==> src/rtl/uart_tx_frame.sv <==
`default_nettype none
// +------------------------------------------------------------------------+
// | Module  : uart_tx_frame                                                |
// | Purpose : multi-character UART transmitter with configurable framing   |
// | Rev     : 1.0 - initial parametrised release                           |
// +------------------------------------------------------------------------+
module uart_tx_frame #(
  parameter int CLK_FREQ  = 50_000_000,
  parameter int BAUD      = 9600,
  parameter int MAX_BYTES = 8,
  parameter int DATA_BITS = 8,
  parameter int PARITY    = 0,
  parameter int STOP_BITS = 1,
  localparam int LEN_W    = $clog2(MAX_BYTES + 1)
) (
  input  logic                           clk,
  input  logic                           rst_n,
  input  logic [MAX_BYTES*DATA_BITS-1:0] ip_data,
  input  logic [LEN_W-1:0]               ip_len,
  input  logic                           ip_flag,
  output logic                           busy,
  output logic                           done,
  output logic                           tx
);

  localparam int BAUD_DIV = CLK_FREQ / BAUD;
  localparam int BCNT_W   = $clog2(BAUD_DIV);
  localparam int BIT_W    = 3;
  localparam int DW       = MAX_BYTES * DATA_BITS;

  typedef enum logic [2:0] {
    ST_IDLE   = 3'd0,
    ST_START  = 3'd1,
    ST_DATA   = 3'd2,
    ST_PARITY = 3'd3,
    ST_STOP   = 3'd4
  } state_t;

  state_t              r_state,    w_state;
  logic [BCNT_W-1:0]   r_baud_cnt, w_baud_cnt;
  logic [BIT_W-1:0]    r_bit_cnt,  w_bit_cnt;
  logic [LEN_W-1:0]    r_char_cnt, w_char_cnt;
  logic [LEN_W-1:0]    r_len,      w_len;
  logic [DW-1:0]       r_data,     w_data;
  logic [DATA_BITS-1:0] r_shift,   w_shift;
  logic                r_tx,       w_tx;
  logic                r_busy,     w_busy;
  logic                r_done,     w_done;

  logic                w_wrap;
  logic                w_par;
  logic [DW-1:0]       w_data_nxt;
  logic [LEN_W-1:0]    w_len_clamp;

  // r_data keeps the current character in its low DATA_BITS; the rest queue behind it
  assign w_wrap      = (r_baud_cnt == BCNT_W'(BAUD_DIV - 1));
  assign w_par       = (^r_data[DATA_BITS-1:0]) ^ (PARITY == 1);
  assign w_data_nxt  = r_data >> DATA_BITS;
  assign w_len_clamp = (ip_len > LEN_W'(MAX_BYTES)) ? LEN_W'(MAX_BYTES) : ip_len;

  always_ff @(posedge clk or negedge rst_n) begin
    if (!rst_n) begin
      r_state    <= ST_IDLE;
      r_baud_cnt <= '0;
      r_bit_cnt  <= '0;
      r_char_cnt <= '0;
      r_len      <= '0;
      r_data     <= '0;
      r_shift    <= '0;
      r_tx       <= 1'b1;
      r_busy     <= 1'b0;
      r_done     <= 1'b0;
    end else begin
      r_state    <= w_state;
      r_baud_cnt <= w_baud_cnt;
      r_bit_cnt  <= w_bit_cnt;
      r_char_cnt <= w_char_cnt;
      r_len      <= w_len;
      r_data     <= w_data;
      r_shift    <= w_shift;
      r_tx       <= w_tx;
      r_busy     <= w_busy;
      r_done     <= w_done;
    end
  end

  always_comb begin
    w_state    = r_state;
    w_baud_cnt = r_baud_cnt;
    w_bit_cnt  = r_bit_cnt;
    w_char_cnt = r_char_cnt;
    w_len      = r_len;
    w_data     = r_data;
    w_shift    = r_shift;
    w_tx       = r_tx;
    w_busy     = r_busy;
    w_done     = 1'b0;

    if (r_state != ST_IDLE) begin
      w_baud_cnt = w_wrap ? '0 : r_baud_cnt + BCNT_W'(1);
    end

    case (r_state)
      ST_IDLE: begin
        if (ip_flag && (ip_len != '0)) begin
          w_state    = ST_START;
          w_busy     = 1'b1;
          w_tx       = 1'b0;
          w_data     = ip_data;
          w_shift    = ip_data[DATA_BITS-1:0];
          w_len      = w_len_clamp;
          w_char_cnt = '0;
          w_bit_cnt  = '0;
          w_baud_cnt = '0;
        end
      end
      ST_START: begin
        if (w_wrap) begin
          w_state   = ST_DATA;
          w_bit_cnt = '0;
          w_tx      = r_shift[0];
        end
      end
      ST_DATA: begin
        if (w_wrap) begin
          if (r_bit_cnt == BIT_W'(DATA_BITS - 1)) begin
            w_bit_cnt = '0;
            if (PARITY != 0) begin
              w_state = ST_PARITY;
              w_tx    = w_par;
            end else begin
              w_state = ST_STOP;
              w_tx    = 1'b1;
            end
          end else begin
            w_bit_cnt = r_bit_cnt + BIT_W'(1);
            w_shift   = r_shift >> 1;
            w_tx      = r_shift[1];
          end
        end
      end
      ST_PARITY: begin
        if (w_wrap) begin
          w_state   = ST_STOP;
          w_bit_cnt = '0;
          w_tx      = 1'b1;
        end
      end
      ST_STOP: begin
        if (w_wrap) begin
          if (r_bit_cnt == BIT_W'(STOP_BITS - 1)) begin
            w_bit_cnt = '0;
            if (r_char_cnt == r_len - LEN_W'(1)) begin
              w_state = ST_IDLE;
              w_busy  = 1'b0;
              w_done  = 1'b1;
              w_tx    = 1'b1;
            end else begin
              // next start bit follows the stop bit with no idle gap
              w_state    = ST_START;
              w_char_cnt = r_char_cnt + LEN_W'(1);
              w_data     = w_data_nxt;
              w_shift    = w_data_nxt[DATA_BITS-1:0];
              w_tx       = 1'b0;
            end
          end else begin
            w_bit_cnt = r_bit_cnt + BIT_W'(1);
          end
        end
      end
      default: begin
        w_state = ST_IDLE;
      end
    endcase
  end

  assign busy = r_busy;
  assign done = r_done;
  assign tx   = r_tx;

endmodule
`default_nettype wire

==> config.mk <==
export PLATFORM = sky130hd
export DESIGN_NAME = uart_tx_frame
export DESIGN_NICKNAME = d
export VERILOG_FILES = /design/src/rtl/uart_tx_frame.sv
export SDC_FILE = /design/constraint.sdc
export NUM_CORES = 1
export LEC_CHECK = 0
export ABC_CLOCK_PERIOD_IN_PS = 3100
export BUFFER_PORTS_ARGS = -buffer_cell sky130_fd_sc_hd__buf_2
export CORE_MARGIN = 10
export CORE_UTILIZATION = 34
export CTS_BUF_LIST = sky130_fd_sc_hd__clkbuf_16
export DETAILED_ROUTE_END_ITERATION = 6
export GPL_ROUTABILITY_DRIVEN = 0
export PLACE_DENSITY = 0.61
export SYNTH_ARGS = -nofsm -noshare
export SYNTH_HDL_FRONTEND = slang
export SYNTH_SLANG_ARGS = --single-unit
==> constraint.sdc <==
create_clock -name clk -period 3.1 [get_ports clk]
set_clock_uncertainty 0.2 [all_clocks]
set_input_delay 0.62 -clock clk [delete_from_list [all_inputs] [get_ports clk]]
set_output_delay 0.62 -clock clk [all_outputs]
set_load 0.1 [all_outputs]
* Yosys cells after proc, flatten, opt, wreduce, memory -nomap -nowiden
Cells that the tools add are included.
** Storage, ports and cells
- Flip-flop bits (word level) :: 102
- Latch bits :: 0
- Bits in writable memories :: 0
- Bits in read-only memories :: 0
- Output and inout bits :: 3
- Word-level logic and storage cells :: 105
- Memories kept :: 0
** Operators by class
- Add/subtract/negate cells :: 4
- $mul :: 0
- Div/mod/pow operators :: 0
- Magnitude comparators :: 1
- Equal/unequal tests :: 18
- Shift-type cells :: 0
- Multiplexer cells :: 55
- Bitwise operators :: 0
- Reduce and logical (&&, ||, !) cells :: 17
** Operators by type and width (count)
- 64-bit two-way mux :: 4
- 64-bit one-hot mux with 2 select lines :: 1
- 13-bit two-way mux :: 4
- 8-bit two-way mux :: 6
- 3-bit two-way mux :: 13
- 8-bit one-hot mux with 3 select lines :: 1
- 7-bit AND reduction :: 3
- 4-bit two-way mux :: 5
- 2-bit inequality test (second input constant) :: 10
- 1-bit two-way mux :: 16
- 3-bit one-hot mux with 5 select lines :: 1
- 5-bit AND reduction :: 3
- 13-bit by 1-bit adder with 13-bit output (second input constant) :: 1
- 13-bit equality test (second input constant) :: 1
- 3-bit one-hot mux with 4 select lines :: 1
- 4-bit one-hot mux with 2 select lines :: 1
- 4-bit nonzero test :: 2
- 3-bit by 2-bit equality test with 1-bit output (second input constant) :: 2
- 3-bit equality test (second input constant) :: 2
- 3-bit zero test :: 2
- 3-bit nonzero test :: 2
- 1-bit one-hot mux with 5 select lines :: 1
- 5-bit nonzero test :: 1
- 4-bit by 1-bit adder with 4-bit output (second input constant) :: 1
- other kinds (11) :: 11

* Depth between registers and ports, before layout
- Depth in word-level cells :: 6
- Gate-level depth with buffers :: 9
- Depth with buffers taken out :: 7

* Worst setup path after synthesis
No wires, ideal clock.
- Path kind :: reg-to-reg
- Start :: register r_len[0]
- End :: register r_data[17]
- Setup time :: 0.125 ns
- Arrival :: 2.084 ns
- Required time :: 2.775 ns
- Slack :: 0.691 ns
- Stages on the path, launching flop included :: 10
- Cells stage by stage :: dfrtp_1 > inv_1 > ha_1 > xor2_1 > xnor2_1 > nand4_1 > o21ai_2 > buf_6 > buf_6 > mux2_4
** On the way
- Word-level cells in the longest chain between the ends :: 4
** Ends and longest elaborated chain
- start, declared :: line 43 : logic [LEN_W-1:0] r_len, w_len;
- start signal, assigned :: line 78 : r_len <= w_len;
- 4-bit by 1-bit subtractor with 4-bit output :: line 153 : if (r_char_cnt == r_len - LEN_W'(1)) begin
- 4-bit equality test :: line 153
- 2-bit inequality test (no source line)
- 5-bit AND reduction (no source line)
- end signal, assigned :: line 79 : r_data <= w_data;
- end, declared :: line 44 : logic [DW-1:0] r_data, w_data;
Every way passes these cells.
A chain may end at the register's enable or synchronous reset.

* Worst setup path in the final report
- Start :: register r_len[0]
- End :: register r_data[55]
The elaborated chain is that of the path after synthesis.

==> implementation parameters <==
Parameter                              Value

Finish
  Combined area of the multi-input logic cells ... ~0.0024 mm²
  Share of layout cells above drive strength 1 ... 27.2%
  Cell area after layout ... roughly 0.0058 mm²
  Final net count ... approximately 660
  Layout area overhead ... 17.3%
  Final Core Density ... 41.2%
  Fill cells ... 1350
  Count of antenna diodes in the layout ... 0
  Area used by sequential logic in the layout ... 0.00235 mm²

Routing
  WL/cell ... ~15 µm
  Number of nets with antenna violations after routing ... 0
  Detailed-route wire length ... 11.2 mm
  Drc violations ... 0
  DR vias ... 3806
  Via-to-Cell Ratio ... approximately 5
  Iteration-0 DRC count of the detailed router ... 207
  Drt pass-1 iters ... 4

Worst setup path
  Critical path startpoint category ... flip-flop
  Largest delay contributor family on the critical path ... flip-flops
  Critical path cell sequence ... inv_1 > ha_1 > xor2_1 > xnor2_1 > nand4_1 > o21ai_4 > buf_12 > mux2_2
  Setup Crit Path Kind ... reg2reg
  CP arrival ... approximately 2.7 ns
  Combined buffer and inverter count along the critical path ... 2
  Slowest cell on the critical path ... sky130_fd_sc_hd__dfrtp_1
  Capturing element type of the critical path ... flip-flop
  Crit Path Max Fanout ... 32
  Slack of the worst reg-to-reg path ... between 0.3 and 0.4 ns
  CP Data Required Time ... between 3 and 4 ns
  Stage delay of the slowest cell on the critical path ... ~0.4 ns

STA
  Fin crit period ... 2.70 ns
  Fin. Hold Viols ... 0
  Final setup viols ... 0
  Max Fclk ... around 370 MHz
  Slack of the critical path ... 0.399 ns
  Pins Over Slew Limit ... 0
  Worst slew margin relative to its limit ... between 60% and 70%
  Share of the clock period used by the worst path after layout ... around 87%
  Unrepaired setup endpoints after global routing ... false
  Setup_tns ... 0 ns
  Slew of the pin with the lowest slew margin ... about 0.56 ns

Placed design
  Count of buffers from port buffering ... 73
  Placement Cell Area ... around 0.0055 mm²
  Half-perimeter wire length of the detailed placement result ... between 8 and 9 mm
  Worst slack at placement ... 0.393 ns

Power and ir drop
  Power Density ... 641 mW/mm²
  Total leakage power ... just under 3 nW
  Overall power of the completed layout ... roughly 3.7 mW
  Peak VDD IR ... around 0.26 mV

CTS
  Resized cells post-CTS ... 0
  Source-to-sink clock delay at the later pin of the worst-skew pair ... 0.34 ns
  Clock sinks ... 94
  Clock buffers created by TritonCTS ... 9
  TritonCTS clock tree ... built
  Htree depth ... 3
  Number of hold buffers added after CTS ... 0
  Longest Clk Path Bufs ... 2
  Worst-path clk slew ... 0.06 ns
  Clk root buf ... sky130_fd_sc_hd__clkbuf_16
  Post-CTS Setup Inserts ... 0

Yosys
  Unique cell type count in the Yosys netlist ... 49
  Average instance area after synthesis ... ~9.6 µm²
  Number of enable-type register cells in the synthesized netlist ... 0
  Instance count of the mapped netlist ... between 500 and 600
  Sequential cell area fraction in the yosys report ... between 40% and 50%
  Count of synthesis-stage warnings from yosys ... 0
  Synthesized net count ... about 590
  Synth async-reset ratio ... 100%
  Summed instance area of the synthesized netlist ... just under 0.005 mm²
  Most used DFF post-synth ... sky130_fd_sc_hd__dfrtp_1
  Synthesis-stage register bit count ... 94

Die
  Number of placement rows ... 43
  Die extent in x ... 141 µm
  Core Area ... about 0.014 mm²
  Die height ... between 100 and 150 µm
  Die area ... ~0.020 mm²
  Total I/O pin count ... 74
  Starting Density ... 35.2%

Global route
  Initial antenna violation count ... 0
  Number of global-route vias before repair ... 3915
  Largest net degree at the start of global routing ... just under 60
  GRT Util Overall ... a little under an eighth
  Gr ovfl total ... 0
  Wire length of the first global-routing pass ... ~19 mm

Worst hold path
  Hold WC Path Type ... in2async

Run status
  Run status ... completed

Job
  Number of max-cap violations ... 0
## report_power, final
part	internal, mW	total [mW]	leakage, nW	switching (mW)
clock	0.523	0.956	0.137	0.433
sequential	1.66	1.90	1.14	0.249
combinational	0.475	0.850	1.64	0.376
total	2.65	3.71	2.92	1.06
## layout by cell type, fill, tap and decap left out, types with 2 or more instances in the layout
cell type and instances:
sky130_fd_sc_hd__nand2_2 2, sky130_fd_sc_hd__nor2_1 15, sky130_fd_sc_hd__nand3_1 7, sky130_fd_sc_hd__nor3b_1 3
sky130_fd_sc_hd__clkbuf_16 9, sky130_fd_sc_hd__nor4_1 2, sky130_fd_sc_hd__a22oi_1 7, sky130_fd_sc_hd__a22o_1 4
sky130_fd_sc_hd__dfrtp_1 93, sky130_fd_sc_hd__xor2_1 4, sky130_fd_sc_hd__o22ai_1 2, sky130_fd_sc_hd__mux2_4 11
sky130_fd_sc_hd__o31ai_1 3, sky130_fd_sc_hd__inv_1 25, sky130_fd_sc_hd__clkinv_1 3, sky130_fd_sc_hd__nand4_1 2
sky130_fd_sc_hd__a21oi_1 9, sky130_fd_sc_hd__xnor2_1 3, sky130_fd_sc_hd__nand2b_1 4, sky130_fd_sc_hd__buf_2 72
sky130_fd_sc_hd__nor3_1 11, sky130_fd_sc_hd__buf_12 3, sky130_fd_sc_hd__nand2_1 168, sky130_fd_sc_hd__mux2i_1 12
sky130_fd_sc_hd__and3_1 2, sky130_fd_sc_hd__a21o_1 2, sky130_fd_sc_hd__ha_1 6, sky130_fd_sc_hd__mux2_2 48
sky130_fd_sc_hd__or3_1 2, sky130_fd_sc_hd__buf_4 7, sky130_fd_sc_hd__o21ai_0 29
## cells by family after synthesis
group	count (synthesis)	share of synthesized area, %
adders and majority gates	6	1.52
DFF	94	47.7
muxes	71	16.7
and+or+nand+nor	227	20.0
AOI/OAI and AO/OA	67	8.95
buffers and inverters	44	3.88
xor gates and xnor gates	7	1.24
## final timing paths
kind	endpoint	depth (start not counted)	from
setup / recovery	r_data[55]	8	r_len[0]
hold / removal	busy	1	rst_n
min in group clk	r_baud_cnt[11]	1	r_baud_cnt[11]
max in group asynchronous	r_data[61]	2	rst_n
hold reg to reg	r_baud_cnt[11]	1	r_baud_cnt[11]
setup reg to reg	r_data[55]	8	r_len[0]
## metrics by stage
step,hold slack [ns],std cells
6_report,0.0561,771
5_1_grt,0.0857,771
4_1_cts,0.0752,771
3_5_place_dp,0.294,755
3_3_place_gp,0.277,755
2_1_floorplan,0.124,516
## per-layer routing
layer | global-route usage [%] | part of all wire, % | vias to the layer above
met5 | 0 | 0 | -
met4 | 4.46 | 1.5 | 0
met3 | 2.70 | 3.7 | 13
met2 | 18.2 | 46 | 69
met1 | 14.8 | 48 | 1833
li1 | - | - | 1891
## worst reg2reg max path: stages (launching register included)
cell and delay [ns]:
sky130_fd_sc_hd__dfrtp_1 0.40, sky130_fd_sc_hd__inv_1 0.06, sky130_fd_sc_hd__ha_1 0.20, sky130_fd_sc_hd__xor2_1 0.20, sky130_fd_sc_hd__xnor2_1 0.14, sky130_fd_sc_hd__nand4_1 0.40
sky130_fd_sc_hd__o21ai_4 0.37, sky130_fd_sc_hd__buf_12 0.25, sky130_fd_sc_hd__mux2_2 0.38
## sequential cells by signal, indices dropped and copies added (netlist names)
signal and count:
r_len 4, r_shift 8, done 1, r_state 3, tx 1, r_data 56, r_bit_cnt 3, busy 1
r_char_cnt 4, r_baud_cnt 13
## area by class of cell
cell class	instances	area share, %
multi-input cells	378	41.6
flip-flops and latches	94	40.7
clock inverters	7	0.454
inverters	21	1.36
well taps	180	3.89
clock buffers	9	3.89
repair buffers	82	8.17
## cell usage after synthesis (all sizes together) (6+ instances only)
| cell | n | area (µm²) |
|---|---|---|
| inv | 21 | 78.8 |
| o21ai | 30 | 154 |
| dfrtp | 93 | 2330 |
| nor2 | 15 | 56.3 |
| mux2 | 59 | 706 |
| clkbuf | 17 | 63.8 |
| a22oi | 7 | 52.6 |
| nand3 | 7 | 35.0 |
| ha | 6 | 75.1 |
| nor3 | 11 | 55.1 |
| mux2i | 12 | 120 |
| nand2 | 170 | 641 |
| a21oi | 9 | 45.0 |
| buf | 6 | 48.8 |
No activity file was read; power rests on OpenSTA's default activity.
